`src/rtl/mem_port_arbiter_pkg.sv`:
```
// rtl/mem_port_arbiter_pkg.sv - shared types and helpers for the memory port arbiter
package mem_port_arbiter_pkg;

  // Transaction FSM states
  typedef enum logic [2:0] {
    ST_IDLE  = 3'd0,
    ST_REQ   = 3'd1,
    ST_RD    = 3'd2,
    ST_WR    = 3'd3,
    ST_WRESP = 3'd4
  } state_t;

  // Requester identifiers; bit position in the request vector matches the ID
  localparam logic REQ_I = 1'b0;
  localparam logic REQ_D = 1'b1;

  // Two-way round-robin pick: a lone requester wins outright, a tie goes to
  // whoever did not win last time.
  function automatic logic rr_pick(input logic [1:0] req, input logic last_grant);
    logic pick;
    if (req[REQ_I] && req[REQ_D]) begin
      pick = ~last_grant;
    end else if (req[REQ_D]) begin
      pick = REQ_D;
    end else begin
      pick = REQ_I;
    end
    return pick;
  endfunction

endpackage

```
`src/rtl/mem_port_arbiter_if.sv`:
```
// rtl/mem_port_arbiter_if.sv - bundled cache-side and memory-side signals of the arbiter
interface mem_port_arbiter_if #(
  parameter int ADDR_W = 32,
  parameter int DATA_W = 32,
  parameter int LEN_W  = 8
);

  // Instruction-cache refill port
  logic              inst_rd_i;
  logic [ADDR_W-1:0] inst_addr_i;
  logic [LEN_W-1:0]  inst_len_i;
  logic              inst_accept_o;
  logic              inst_valid_o;
  logic [DATA_W-1:0] inst_data_o;
  logic              inst_last_o;
  logic              inst_error_o;

  // Data-cache refill/writeback port
  logic                data_rd_i;
  logic                data_wr_i;
  logic [ADDR_W-1:0]   data_addr_i;
  logic [LEN_W-1:0]    data_len_i;
  logic                data_accept_o;
  logic [DATA_W-1:0]   data_wdata_i;
  logic [DATA_W/8-1:0] data_wstrb_i;
  logic                data_wvalid_i;
  logic                data_wready_o;
  logic                data_valid_o;
  logic [DATA_W-1:0]   data_data_o;
  logic                data_last_o;
  logic                data_error_o;

  // Downstream memory port
  logic                mem_req_o;
  logic                mem_we_o;
  logic [ADDR_W-1:0]   mem_addr_o;
  logic [LEN_W-1:0]    mem_len_o;
  logic                mem_accept_i;
  logic [DATA_W-1:0]   mem_wdata_o;
  logic [DATA_W/8-1:0] mem_wstrb_o;
  logic                mem_wvalid_o;
  logic                mem_wready_i;
  logic                mem_rvalid_i;
  logic [DATA_W-1:0]   mem_rdata_i;
  logic                mem_rlast_i;
  logic                mem_err_i;
  logic                mem_bvalid_i;

  // Arbiter view
  modport slave (
    input  inst_rd_i, inst_addr_i, inst_len_i,
    output inst_accept_o, inst_valid_o, inst_data_o, inst_last_o, inst_error_o,
    input  data_rd_i, data_wr_i, data_addr_i, data_len_i,
    input  data_wdata_i, data_wstrb_i, data_wvalid_i,
    output data_accept_o, data_wready_o, data_valid_o, data_data_o, data_last_o, data_error_o,
    output mem_req_o, mem_we_o, mem_addr_o, mem_len_o, mem_wdata_o, mem_wstrb_o, mem_wvalid_o,
    input  mem_accept_i, mem_wready_i, mem_rvalid_i, mem_rdata_i, mem_rlast_i, mem_err_i,
    input  mem_bvalid_i
  );

  // Environment view (caches above, bus bridge below)
  modport master (
    output inst_rd_i, inst_addr_i, inst_len_i,
    input  inst_accept_o, inst_valid_o, inst_data_o, inst_last_o, inst_error_o,
    output data_rd_i, data_wr_i, data_addr_i, data_len_i,
    output data_wdata_i, data_wstrb_i, data_wvalid_i,
    input  data_accept_o, data_wready_o, data_valid_o, data_data_o, data_last_o, data_error_o,
    input  mem_req_o, mem_we_o, mem_addr_o, mem_len_o, mem_wdata_o, mem_wstrb_o, mem_wvalid_o,
    output mem_accept_i, mem_wready_i, mem_rvalid_i, mem_rdata_i, mem_rlast_i, mem_err_i,
    output mem_bvalid_i
  );

endinterface

```
`src/rtl/mem_port_arbiter_rr_arb2.sv`:
```
// rtl/mem_port_arbiter_rr_arb2.sv - two-way round-robin pick with last-grant memory
module mem_port_arbiter_rr_arb2
  import mem_port_arbiter_pkg::*;
(
  input  logic       clk_i,
  input  logic       rstn_i,
  input  logic [1:0] req_i,
  input  logic       upd_i,
  input  logic       upd_id_i,
  output logic       gnt_id_o,
  output logic       last_grant_o
);

  logic r_last_grant;

  // Remember who won the most recently accepted transaction; D at reset so I wins the first tie
  always_ff @(posedge clk_i or negedge rstn_i) begin
    if (!rstn_i) begin
      r_last_grant <= REQ_D;
    end else if (upd_i) begin
      r_last_grant <= upd_id_i;
    end
  end

  // Pick the winner from the live request lines
  always_comb begin
    gnt_id_o = rr_pick(req_i, r_last_grant);
  end

  assign last_grant_o = r_last_grant;

endmodule

```
`src/rtl/mem_port_arbiter.sv`:
```
// rtl/mem_port_arbiter.sv - single-outstanding I/D cache arbiter for one external memory port
module mem_port_arbiter
  import mem_port_arbiter_pkg::*;
#(
  parameter int ADDR_W = 32,
  parameter int DATA_W = 32,
  parameter int LEN_W  = 8
) (
  input  logic clk_i,
  input  logic rstn_i,
  mem_port_arbiter_if.slave bus
);

  state_t            r_state;
  logic              r_owner;
  logic              r_we;
  logic [ADDR_W-1:0] r_addr;
  logic [LEN_W-1:0]  r_len;
  logic [LEN_W-1:0]  r_cnt;
  logic              r_mem_req;

  logic [1:0] w_req;
  logic       w_any;
  logic       w_gnt_id;
  logic       w_last_grant;
  logic       w_accept;
  logic       w_whs;
  logic       w_rd_i_sel;
  logic       w_rd_d_sel;
  logic       w_bresp;

  assign w_req[REQ_I] = bus.inst_rd_i;
  assign w_req[REQ_D] = bus.data_rd_i | bus.data_wr_i;
  assign w_any        = |w_req;

  assign w_accept   = (r_state == ST_REQ) && bus.mem_accept_i;
  assign w_whs      = (r_state == ST_WR) && bus.data_wvalid_i && bus.mem_wready_i;
  assign w_rd_i_sel = (r_state == ST_RD) && (r_owner == REQ_I) && bus.mem_rvalid_i;
  assign w_rd_d_sel = (r_state == ST_RD) && (r_owner == REQ_D) && bus.mem_rvalid_i;
  assign w_bresp    = (r_state == ST_WRESP) && bus.mem_bvalid_i;

  // The last-grant pointer only moves once the memory side has taken the request
  mem_port_arbiter_rr_arb2 u_rr (
    .clk_i        (clk_i),
    .rstn_i       (rstn_i),
    .req_i        (w_req),
    .upd_i        (w_accept),
    .upd_id_i     (r_owner),
    .gnt_id_o     (w_gnt_id),
    .last_grant_o (w_last_grant)
  );

  // Transaction FSM: latch the winner's request, present it, then track the burst to completion
  always_ff @(posedge clk_i or negedge rstn_i) begin
    if (!rstn_i) begin
      r_state   <= ST_IDLE;
      r_owner   <= REQ_I;
      r_we      <= 1'b0;
      r_addr    <= '0;
      r_len     <= '0;
      r_cnt     <= '0;
      r_mem_req <= 1'b0;
    end else begin
      case (r_state)
        ST_IDLE: begin
          if (w_any) begin
            r_owner   <= w_gnt_id;
            r_we      <= (w_gnt_id == REQ_D) && bus.data_wr_i;
            r_addr    <= (w_gnt_id == REQ_D) ? bus.data_addr_i : bus.inst_addr_i;
            r_len     <= (w_gnt_id == REQ_D) ? bus.data_len_i  : bus.inst_len_i;
            r_mem_req <= 1'b1;
            r_state   <= ST_REQ;
          end
        end
        ST_REQ: begin
          if (bus.mem_accept_i) begin
            r_mem_req <= 1'b0;
            r_cnt     <= r_len;
            r_state   <= r_we ? ST_WR : ST_RD;
          end
        end
        ST_RD: begin
          // rlast alone ends the burst; the counter is only a diagnostic here
          if (bus.mem_rvalid_i) begin
            if (r_cnt != '0) begin
              r_cnt <= r_cnt - 1'b1;
            end
            if (bus.mem_rlast_i) begin
              r_state <= ST_IDLE;
            end
          end
        end
        ST_WR: begin
          if (w_whs) begin
            if (r_cnt == '0) begin
              r_state <= ST_WRESP;
            end else begin
              r_cnt <= r_cnt - 1'b1;
            end
          end
        end
        ST_WRESP: begin
          if (bus.mem_bvalid_i) begin
            r_state <= ST_IDLE;
          end
        end
        default: begin
          r_state <= ST_IDLE;
        end
      endcase
    end
  end

  // Downstream request fields come straight from the latched registers
  assign bus.mem_req_o  = r_mem_req;
  assign bus.mem_we_o   = r_we;
  assign bus.mem_addr_o = r_addr;
  assign bus.mem_len_o  = r_len;

  // Write beats pass through only while a write burst owns the port
  always_comb begin
    bus.mem_wvalid_o  = 1'b0;
    bus.mem_wdata_o   = '0;
    bus.mem_wstrb_o   = '0;
    bus.data_wready_o = 1'b0;
    if (r_state == ST_WR) begin
      bus.mem_wvalid_o  = bus.data_wvalid_i;
      bus.mem_wdata_o   = bus.data_wdata_i;
      bus.mem_wstrb_o   = bus.data_wstrb_i;
      bus.data_wready_o = bus.mem_wready_i;
    end
  end

  // Request acceptance pulses go to the owner in the same cycle as the memory accept
  assign bus.inst_accept_o = w_accept && (r_owner == REQ_I);
  assign bus.data_accept_o = w_accept && (r_owner == REQ_D);

  // Read beats are steered to the owner; the other side sees nothing
  always_comb begin
    bus.inst_valid_o = w_rd_i_sel;
    bus.inst_data_o  = w_rd_i_sel ? bus.mem_rdata_i : '0;
    bus.inst_last_o  = w_rd_i_sel && bus.mem_rlast_i;
    bus.inst_error_o = w_rd_i_sel && bus.mem_err_i;
  end

  // D responses are either read beats or the single write-response pulse
  always_comb begin
    bus.data_valid_o = w_rd_d_sel || w_bresp;
    bus.data_data_o  = w_rd_d_sel ? bus.mem_rdata_i : '0;
    bus.data_last_o  = (w_rd_d_sel && bus.mem_rlast_i) || w_bresp;
    bus.data_error_o = (w_rd_d_sel || w_bresp) && bus.mem_err_i;
  end

endmodule

```
`src/flat_wrapper.sv`:
```
// flat-port wrapper written by rule: the top's interface ports become plain ports
module mem_port_arbiter_flat import mem_port_arbiter_pkg::*;
#(
  parameter int ADDR_W = 32,
  parameter int DATA_W = 32,
  parameter int LEN_W  = 8
)
  (clk_i, rstn_i, bus_inst_rd_i, bus_inst_addr_i, bus_inst_len_i, bus_inst_accept_o, bus_inst_valid_o, bus_inst_data_o, bus_inst_last_o, bus_inst_error_o, bus_data_rd_i, bus_data_wr_i, bus_data_addr_i, bus_data_len_i, bus_data_wdata_i, bus_data_wstrb_i, bus_data_wvalid_i, bus_data_accept_o, bus_data_wready_o, bus_data_valid_o, bus_data_data_o, bus_data_last_o, bus_data_error_o, bus_mem_req_o, bus_mem_we_o, bus_mem_addr_o, bus_mem_len_o, bus_mem_wdata_o, bus_mem_wstrb_o, bus_mem_wvalid_o, bus_mem_accept_i, bus_mem_wready_i, bus_mem_rvalid_i, bus_mem_rdata_i, bus_mem_rlast_i, bus_mem_err_i, bus_mem_bvalid_i);
  mem_port_arbiter_if #(.ADDR_W(ADDR_W), .DATA_W(DATA_W), .LEN_W(LEN_W)) bus_i ();
  input  logic clk_i;
  input  logic rstn_i;
  input wire logic [$bits(bus_i.inst_rd_i)-1:0] bus_inst_rd_i;
  input wire logic [$bits(bus_i.inst_addr_i)-1:0] bus_inst_addr_i;
  input wire logic [$bits(bus_i.inst_len_i)-1:0] bus_inst_len_i;
  output wire logic [$bits(bus_i.inst_accept_o)-1:0] bus_inst_accept_o;
  output wire logic [$bits(bus_i.inst_valid_o)-1:0] bus_inst_valid_o;
  output wire logic [$bits(bus_i.inst_data_o)-1:0] bus_inst_data_o;
  output wire logic [$bits(bus_i.inst_last_o)-1:0] bus_inst_last_o;
  output wire logic [$bits(bus_i.inst_error_o)-1:0] bus_inst_error_o;
  input wire logic [$bits(bus_i.data_rd_i)-1:0] bus_data_rd_i;
  input wire logic [$bits(bus_i.data_wr_i)-1:0] bus_data_wr_i;
  input wire logic [$bits(bus_i.data_addr_i)-1:0] bus_data_addr_i;
  input wire logic [$bits(bus_i.data_len_i)-1:0] bus_data_len_i;
  input wire logic [$bits(bus_i.data_wdata_i)-1:0] bus_data_wdata_i;
  input wire logic [$bits(bus_i.data_wstrb_i)-1:0] bus_data_wstrb_i;
  input wire logic [$bits(bus_i.data_wvalid_i)-1:0] bus_data_wvalid_i;
  output wire logic [$bits(bus_i.data_accept_o)-1:0] bus_data_accept_o;
  output wire logic [$bits(bus_i.data_wready_o)-1:0] bus_data_wready_o;
  output wire logic [$bits(bus_i.data_valid_o)-1:0] bus_data_valid_o;
  output wire logic [$bits(bus_i.data_data_o)-1:0] bus_data_data_o;
  output wire logic [$bits(bus_i.data_last_o)-1:0] bus_data_last_o;
  output wire logic [$bits(bus_i.data_error_o)-1:0] bus_data_error_o;
  output wire logic [$bits(bus_i.mem_req_o)-1:0] bus_mem_req_o;
  output wire logic [$bits(bus_i.mem_we_o)-1:0] bus_mem_we_o;
  output wire logic [$bits(bus_i.mem_addr_o)-1:0] bus_mem_addr_o;
  output wire logic [$bits(bus_i.mem_len_o)-1:0] bus_mem_len_o;
  output wire logic [$bits(bus_i.mem_wdata_o)-1:0] bus_mem_wdata_o;
  output wire logic [$bits(bus_i.mem_wstrb_o)-1:0] bus_mem_wstrb_o;
  output wire logic [$bits(bus_i.mem_wvalid_o)-1:0] bus_mem_wvalid_o;
  input wire logic [$bits(bus_i.mem_accept_i)-1:0] bus_mem_accept_i;
  input wire logic [$bits(bus_i.mem_wready_i)-1:0] bus_mem_wready_i;
  input wire logic [$bits(bus_i.mem_rvalid_i)-1:0] bus_mem_rvalid_i;
  input wire logic [$bits(bus_i.mem_rdata_i)-1:0] bus_mem_rdata_i;
  input wire logic [$bits(bus_i.mem_rlast_i)-1:0] bus_mem_rlast_i;
  input wire logic [$bits(bus_i.mem_err_i)-1:0] bus_mem_err_i;
  input wire logic [$bits(bus_i.mem_bvalid_i)-1:0] bus_mem_bvalid_i;
  assign bus_i.inst_rd_i = bus_inst_rd_i;
  assign bus_i.inst_addr_i = bus_inst_addr_i;
  assign bus_i.inst_len_i = bus_inst_len_i;
  assign bus_inst_accept_o = bus_i.inst_accept_o;
  assign bus_inst_valid_o = bus_i.inst_valid_o;
  assign bus_inst_data_o = bus_i.inst_data_o;
  assign bus_inst_last_o = bus_i.inst_last_o;
  assign bus_inst_error_o = bus_i.inst_error_o;
  assign bus_i.data_rd_i = bus_data_rd_i;
  assign bus_i.data_wr_i = bus_data_wr_i;
  assign bus_i.data_addr_i = bus_data_addr_i;
  assign bus_i.data_len_i = bus_data_len_i;
  assign bus_i.data_wdata_i = bus_data_wdata_i;
  assign bus_i.data_wstrb_i = bus_data_wstrb_i;
  assign bus_i.data_wvalid_i = bus_data_wvalid_i;
  assign bus_data_accept_o = bus_i.data_accept_o;
  assign bus_data_wready_o = bus_i.data_wready_o;
  assign bus_data_valid_o = bus_i.data_valid_o;
  assign bus_data_data_o = bus_i.data_data_o;
  assign bus_data_last_o = bus_i.data_last_o;
  assign bus_data_error_o = bus_i.data_error_o;
  assign bus_mem_req_o = bus_i.mem_req_o;
  assign bus_mem_we_o = bus_i.mem_we_o;
  assign bus_mem_addr_o = bus_i.mem_addr_o;
  assign bus_mem_len_o = bus_i.mem_len_o;
  assign bus_mem_wdata_o = bus_i.mem_wdata_o;
  assign bus_mem_wstrb_o = bus_i.mem_wstrb_o;
  assign bus_mem_wvalid_o = bus_i.mem_wvalid_o;
  assign bus_i.mem_accept_i = bus_mem_accept_i;
  assign bus_i.mem_wready_i = bus_mem_wready_i;
  assign bus_i.mem_rvalid_i = bus_mem_rvalid_i;
  assign bus_i.mem_rdata_i = bus_mem_rdata_i;
  assign bus_i.mem_rlast_i = bus_mem_rlast_i;
  assign bus_i.mem_err_i = bus_mem_err_i;
  assign bus_i.mem_bvalid_i = bus_mem_bvalid_i;
  mem_port_arbiter #(.ADDR_W(ADDR_W), .DATA_W(DATA_W), .LEN_W(LEN_W)) u_core (.clk_i(clk_i), .rstn_i(rstn_i), .bus(bus_i));
endmodule
```
`config.mk`:
```
export PLATFORM = sky130hd
export DESIGN_NAME = mem_port_arbiter_flat
export DESIGN_NICKNAME = d
export VERILOG_FILES = /design/src/rtl/mem_port_arbiter_pkg.sv /design/src/rtl/mem_port_arbiter_if.sv /design/src/rtl/mem_port_arbiter_rr_arb2.sv /design/src/rtl/mem_port_arbiter.sv /design/src/flat_wrapper.sv
export SDC_FILE = /design/constraint.sdc
export NUM_CORES = 1
export LEC_CHECK = 0
export CAP_MARGIN = 20
export CORE_AREA = 2 2 121 123
export CTS_CLUSTER_SIZE = 10
export DETAILED_ROUTE_END_ITERATION = 8
export DIE_AREA = 0 0 123 125
export GPL_ROUTABILITY_DRIVEN = 0
export PLACE_DENSITY = 0.79
export SETUP_SLACK_MARGIN = 0.15
export SLEW_MARGIN = 20
export SYNTH_ARGS = -nofsm -noshare
export SYNTH_HDL_FRONTEND = slang
export SYNTH_HIERARCHICAL = 1
export SYNTH_SLANG_ARGS = --single-unit
```
`constraint.sdc`:
```
create_clock -name clk_i -period 2.36 [get_ports clk_i]
set_input_delay 0.472 -clock clk_i [delete_from_list [all_inputs] [get_ports clk_i]]
set_output_delay 0.472 -clock clk_i [all_outputs]
set_load 0.02 [all_outputs]
```
==> out/qor_table.md <==
| Stage | Parameter | Reported |
|:---|:---|:---|
| critical path | Reg-to-reg slack, setup | 120 ps |
| logic synthesis | Synthesized area | 3530 µm² |
| clock network | CTS clock-pin slew for the worst setup and hold paths | 80 ps |
| placed design | Placed cells | 906 |
| timing | Headroom to the max-slew limit | 0.684 |
| logic synthesis | Adder-cell share of the synthesized area | 0.00709 |
| clock network | Clock root buffer | clkbuf_16 |
| logic synthesis | Share of the synthesized netlist area taken by xor and xnor gates | 0 |
| layout | Area overhead of the layout relative to synthesis | 118% |
| power and ir drop | Power per unit of standard cell area | 1030 nW/µm² |
| placed design | HPWL Detailed | 11.8 mm |
| logic synthesis | Post-synth cell types | 37 |
| logic synthesis | Synthesized Nets | 580 |
| clock network | Number of clock buffers inserted by TritonCTS | 5 |
| global routing | Global-route usage over all layers | 0.196 |
| die | Placeable core region | 14200 µm² |
| clock network | Number of buffers inserted for hold repair after clock tree synthesis | 0 |
| routing | Residual DRC | 0 |
| clock network | Clock Latency Late Sink | 300 ps |
| routing | Routed len/inst | 16.7 µm |
| clock network | # H-tree levels | 2 |
| clock network | Clock buffer depth | 2 |
| placed design | PortBufs | 311 |
| placed design | Placed standard-cell area | 7020 µm² |
| logic synthesis | Proportion of synthesized chip area in sequential cells | 0.391 |
| power and ir drop | Cell leakage power | 3.57 nW |
| timing | Highest Clock Rate | 435 MHz |
| die | Die span in x | 123 µm |
| timing | Final setup fails | 0 |
| placed design | Post-placement worst setup slack | -534 ps |
| logic synthesis | Area share of and/or/nand/nor cells after synthesis | 0.309 |
| critical path | Data required time at the worst endpoint | 1890 ps |
| timing | Layout Skew | 6.69 ps |
| critical path | Critical path class | register to output pin |
| layout | Post-layout nets | 917 |
| routing | Detailed Route WL | 15.7 mm |
| logic synthesis | YS warnings | 6 |
| routing | Via/cell ratio | 4.60 |
| critical path | Crit start category | register |
| global routing | Antenna violations before repair | 0 |
| timing | Portion of the clock cycle consumed by the worst path in the final layout | 0.975 |
| timing | Minimum period implied by the final worst setup slack | 2300 ps |
| timing | Max-slew violation count | 0 |
| layout | Non-filler instance count after layout | 940 |
| global routing | Leftover overflow at the end of global routing | 0 |
| logic synthesis | Mux contribution to synthesized area | 0.118 |
| timing | Transition time at the pin with the least slew margin | 474 ps |
| clock network | TritonCTS clock tree | yes |
| logic synthesis | Proportion of netlist area held by the largest area contributor | 0.383 |
| die | IO Count | 312 |
| logic synthesis | Main combinational cell family by area after synthesis | simple AND/OR/NAND/NOR gates |
| critical path | Endpoint class of the critical path | output pin |
| logic synthesis | #FFs+latches synth | 55 |
| logic synthesis | Compound-Gate Fraction of Synth Area | 0.131 |
| die | Die extent in y | 125 µm |
| job | # Max-Cap Violations | 0 |
| routing | Count of TritonRoute iterations in the first routing pass | 4 |
| logic synthesis | Yosys top cell by area | dfrtp_1 |
| global routing | Pin count of the biggest net entering global routing | 64 |
| layout | Antenna diode count | 0 |
| global routing | Global-route wire length before repair | 23.3 mm |
| routing | Number of vias after detailed routing | 4321 |
| die | Effective utilization at floorplan | 0.248 |
| die | Die Outline Area | 15400 µm² |
| power and ir drop | Post-route total power | 7.89 mW |
| logic synthesis | Syn Area/Cell | 8.44 µm² |
| logic synthesis | Synthesized instance count | 418 |
| critical path | Worst endpoint data arrival time | 1830 ps |
| critical path | Top fanout value on the critical path | 3 |
| timing | Setup slack after layout | 58.7 ps |
| timing | Hold Violations, Final | 0 |
| die | Floorplan row count | 44 |
| routing | Antenna Nets Post-Route | 0 |
| clock network | Num Clock Sinks | 55 |
| timing | Unrepaired setup endpoints after global routing | yes |
| routing | Starting DRC count in detailed routing | 159 |
| status | Run status | finished, final reports clean |
| global routing | Via count of the first global-routing pass | 4285 |
| logic synthesis | Main area contributors after synthesis | dfrtp_1 38%, and2_1 12%, mux2i_1 11% |
| layout | Area of all placed cells without fillers | 7690 µm² |
| power and ir drop | IR drop worst, VDD | 0.516 mV |
| layout | Layout cells sized above 1 | 0.284 |
| worst hold path | Worst min-delay path class | input pin to asynchronous set/reset pin |
| layout | Utilization after layout | 0.541 |
## path summary, 6_finish.rpt
| kind | start | endpoint | cells after the start |
|---|---|---|---|
| worst max register to register | u_core/r_cnt[4] | u_core/r_cnt[4] | 6 |
| min in group clk_i | u_core/bus.mem_req_o | u_core/bus.mem_req_o | 1 |
| max in group asynchronous | rstn_i | u_core/u_rr/last_grant_o | 2 |
| worst max-delay path | u_core/r_state[1] | bus_data_error_o | 9 |
| worst min register to register | u_core/bus.mem_req_o | u_core/bus.mem_req_o | 1 |
| worst min-delay path | rstn_i | u_core/bus.mem_addr_o[24] | 1 |
## layer usage
layer	up-vias	track usage	routed length (µm)
met2	223	0.356	7990
met3	19	0.0534	1550
met5	-	0	0
li1	2105	-	-
met1	1974	0.219	5800
met4	0	0.0608	393
## placed cells by master, fill, tap and decap left out, types with 5 or more instances in the layout
cell               n
a21oi_1           44
o21ai_0           14
buf_6             61
buf_2              7
clkbuf_2          15
and2_4            44
buf_16             6
nor3_1             5
clkdlybuf4s15_1   18
buf_4             42
and3_1            39
inv_1              9
nand2_1            9
dfrtp_1           54
nor2_1            52
mux2i_1           40
and2_1            23
clkdlybuf4s50_1  199
clkbuf_16          5
buf_12             9
## synth_stat cells
cell and instances:
or2_2 3, a211o_1 2, a32oi_4 1, or4_4 1, dfrtp_1 54, mux2i_1 40
o31a_1 1, a22oi_1 1, dfstp_2 1, and2_1 67, nand2_1 9, a32o_1 1
nor4_1 3, buf_1 1, or4b_4 1, a21oi_1 44, nor4b_1 1, a31oi_1 1
or4_1 1, a21boi_0 1, nor2_1 54, a211oi_1 3, a21o_1 3, nand3b_1 1
nand2b_1 3, nor2b_1 4, nor3_1 7, a31o_2 1, nand3_1 4, or3_1 1
inv_1 9, o22ai_1 1, clkbuf_1 32, and3_1 39, o21ai_0 19, ha_1 2
mux2_4 1
## sequential cells by signal, summed over array words and instances, names as in the netlist
name,flops
u_core/u_rr/last_grant_o,1
u_core/bus.mem_addr_o,32
u_core/r_owner,1
u_core/bus.mem_req_o,1
u_core/bus.mem_len_o,8
u_core/r_state,3
u_core/bus.mem_we_o,1
u_core/r_cnt,8
## report_power, final
part	switching (mW)	internal (mW)	total, mW
clock network	0.358	0.399	0.757
registers	0.307	1.42	1.73
logic	2.79	2.62	5.41
total	3.45	4.44	7.89
## logic make-up (layout without fill, tap and decap cells)
group	count (synthesis)	in the layout
AND/OR/NAND/NOR	199	199
multiplexers	41	41
buffers and inverters	42	380
flip-flops	55	55
AO/OA/AOI/OAI	79	79
adder cells (fa/ha/maj)	2	2
## critical path, stage by stage, from the launching register on
cell and delay (ps):
dfrtp_1 380, nor2b_4 130, buf_6 110, nand3_4 110, nor2_4 60, buf_4 130, buf_4 130, a31o_4 200
and2_4 150, buf_6 120
## timing repair
action / CTS / global route
pin swaps: 16 / 27
resized for setup: 452 / 121
cloned: 6 / 0
setup buffers: 14 / 6
endpoints found under the setup margin: 110 / 78
## final cells by class
cell class | count | area [µm²]
Multi-Input combinational cell | 321 | 2210
Clock buffer | 6 | 129
Tap cell | 184 | 230
Clock inverter | 2 | 16.3
Sequential cell | 55 | 1380
Fill cell | 1295 | 6520
Inverter | 9 | 33.8
Timing Repair Buffer | 363 | 3690
## stage by stage
| step | TNS [ps] | hold WS (ps) |
|---|---|---|
| 2_1_floorplan | 0 | 176 |
| 3_3_place_gp | -29500 | 455 |
| 3_5_place_dp | -32840 | 462 |
| 4_1_cts | 0 | 141 |
| 5_1_grt | -92.9 | 163 |
| 6_report | 0 | 122 |
No activity file was read; power rests on OpenSTA's default activity.
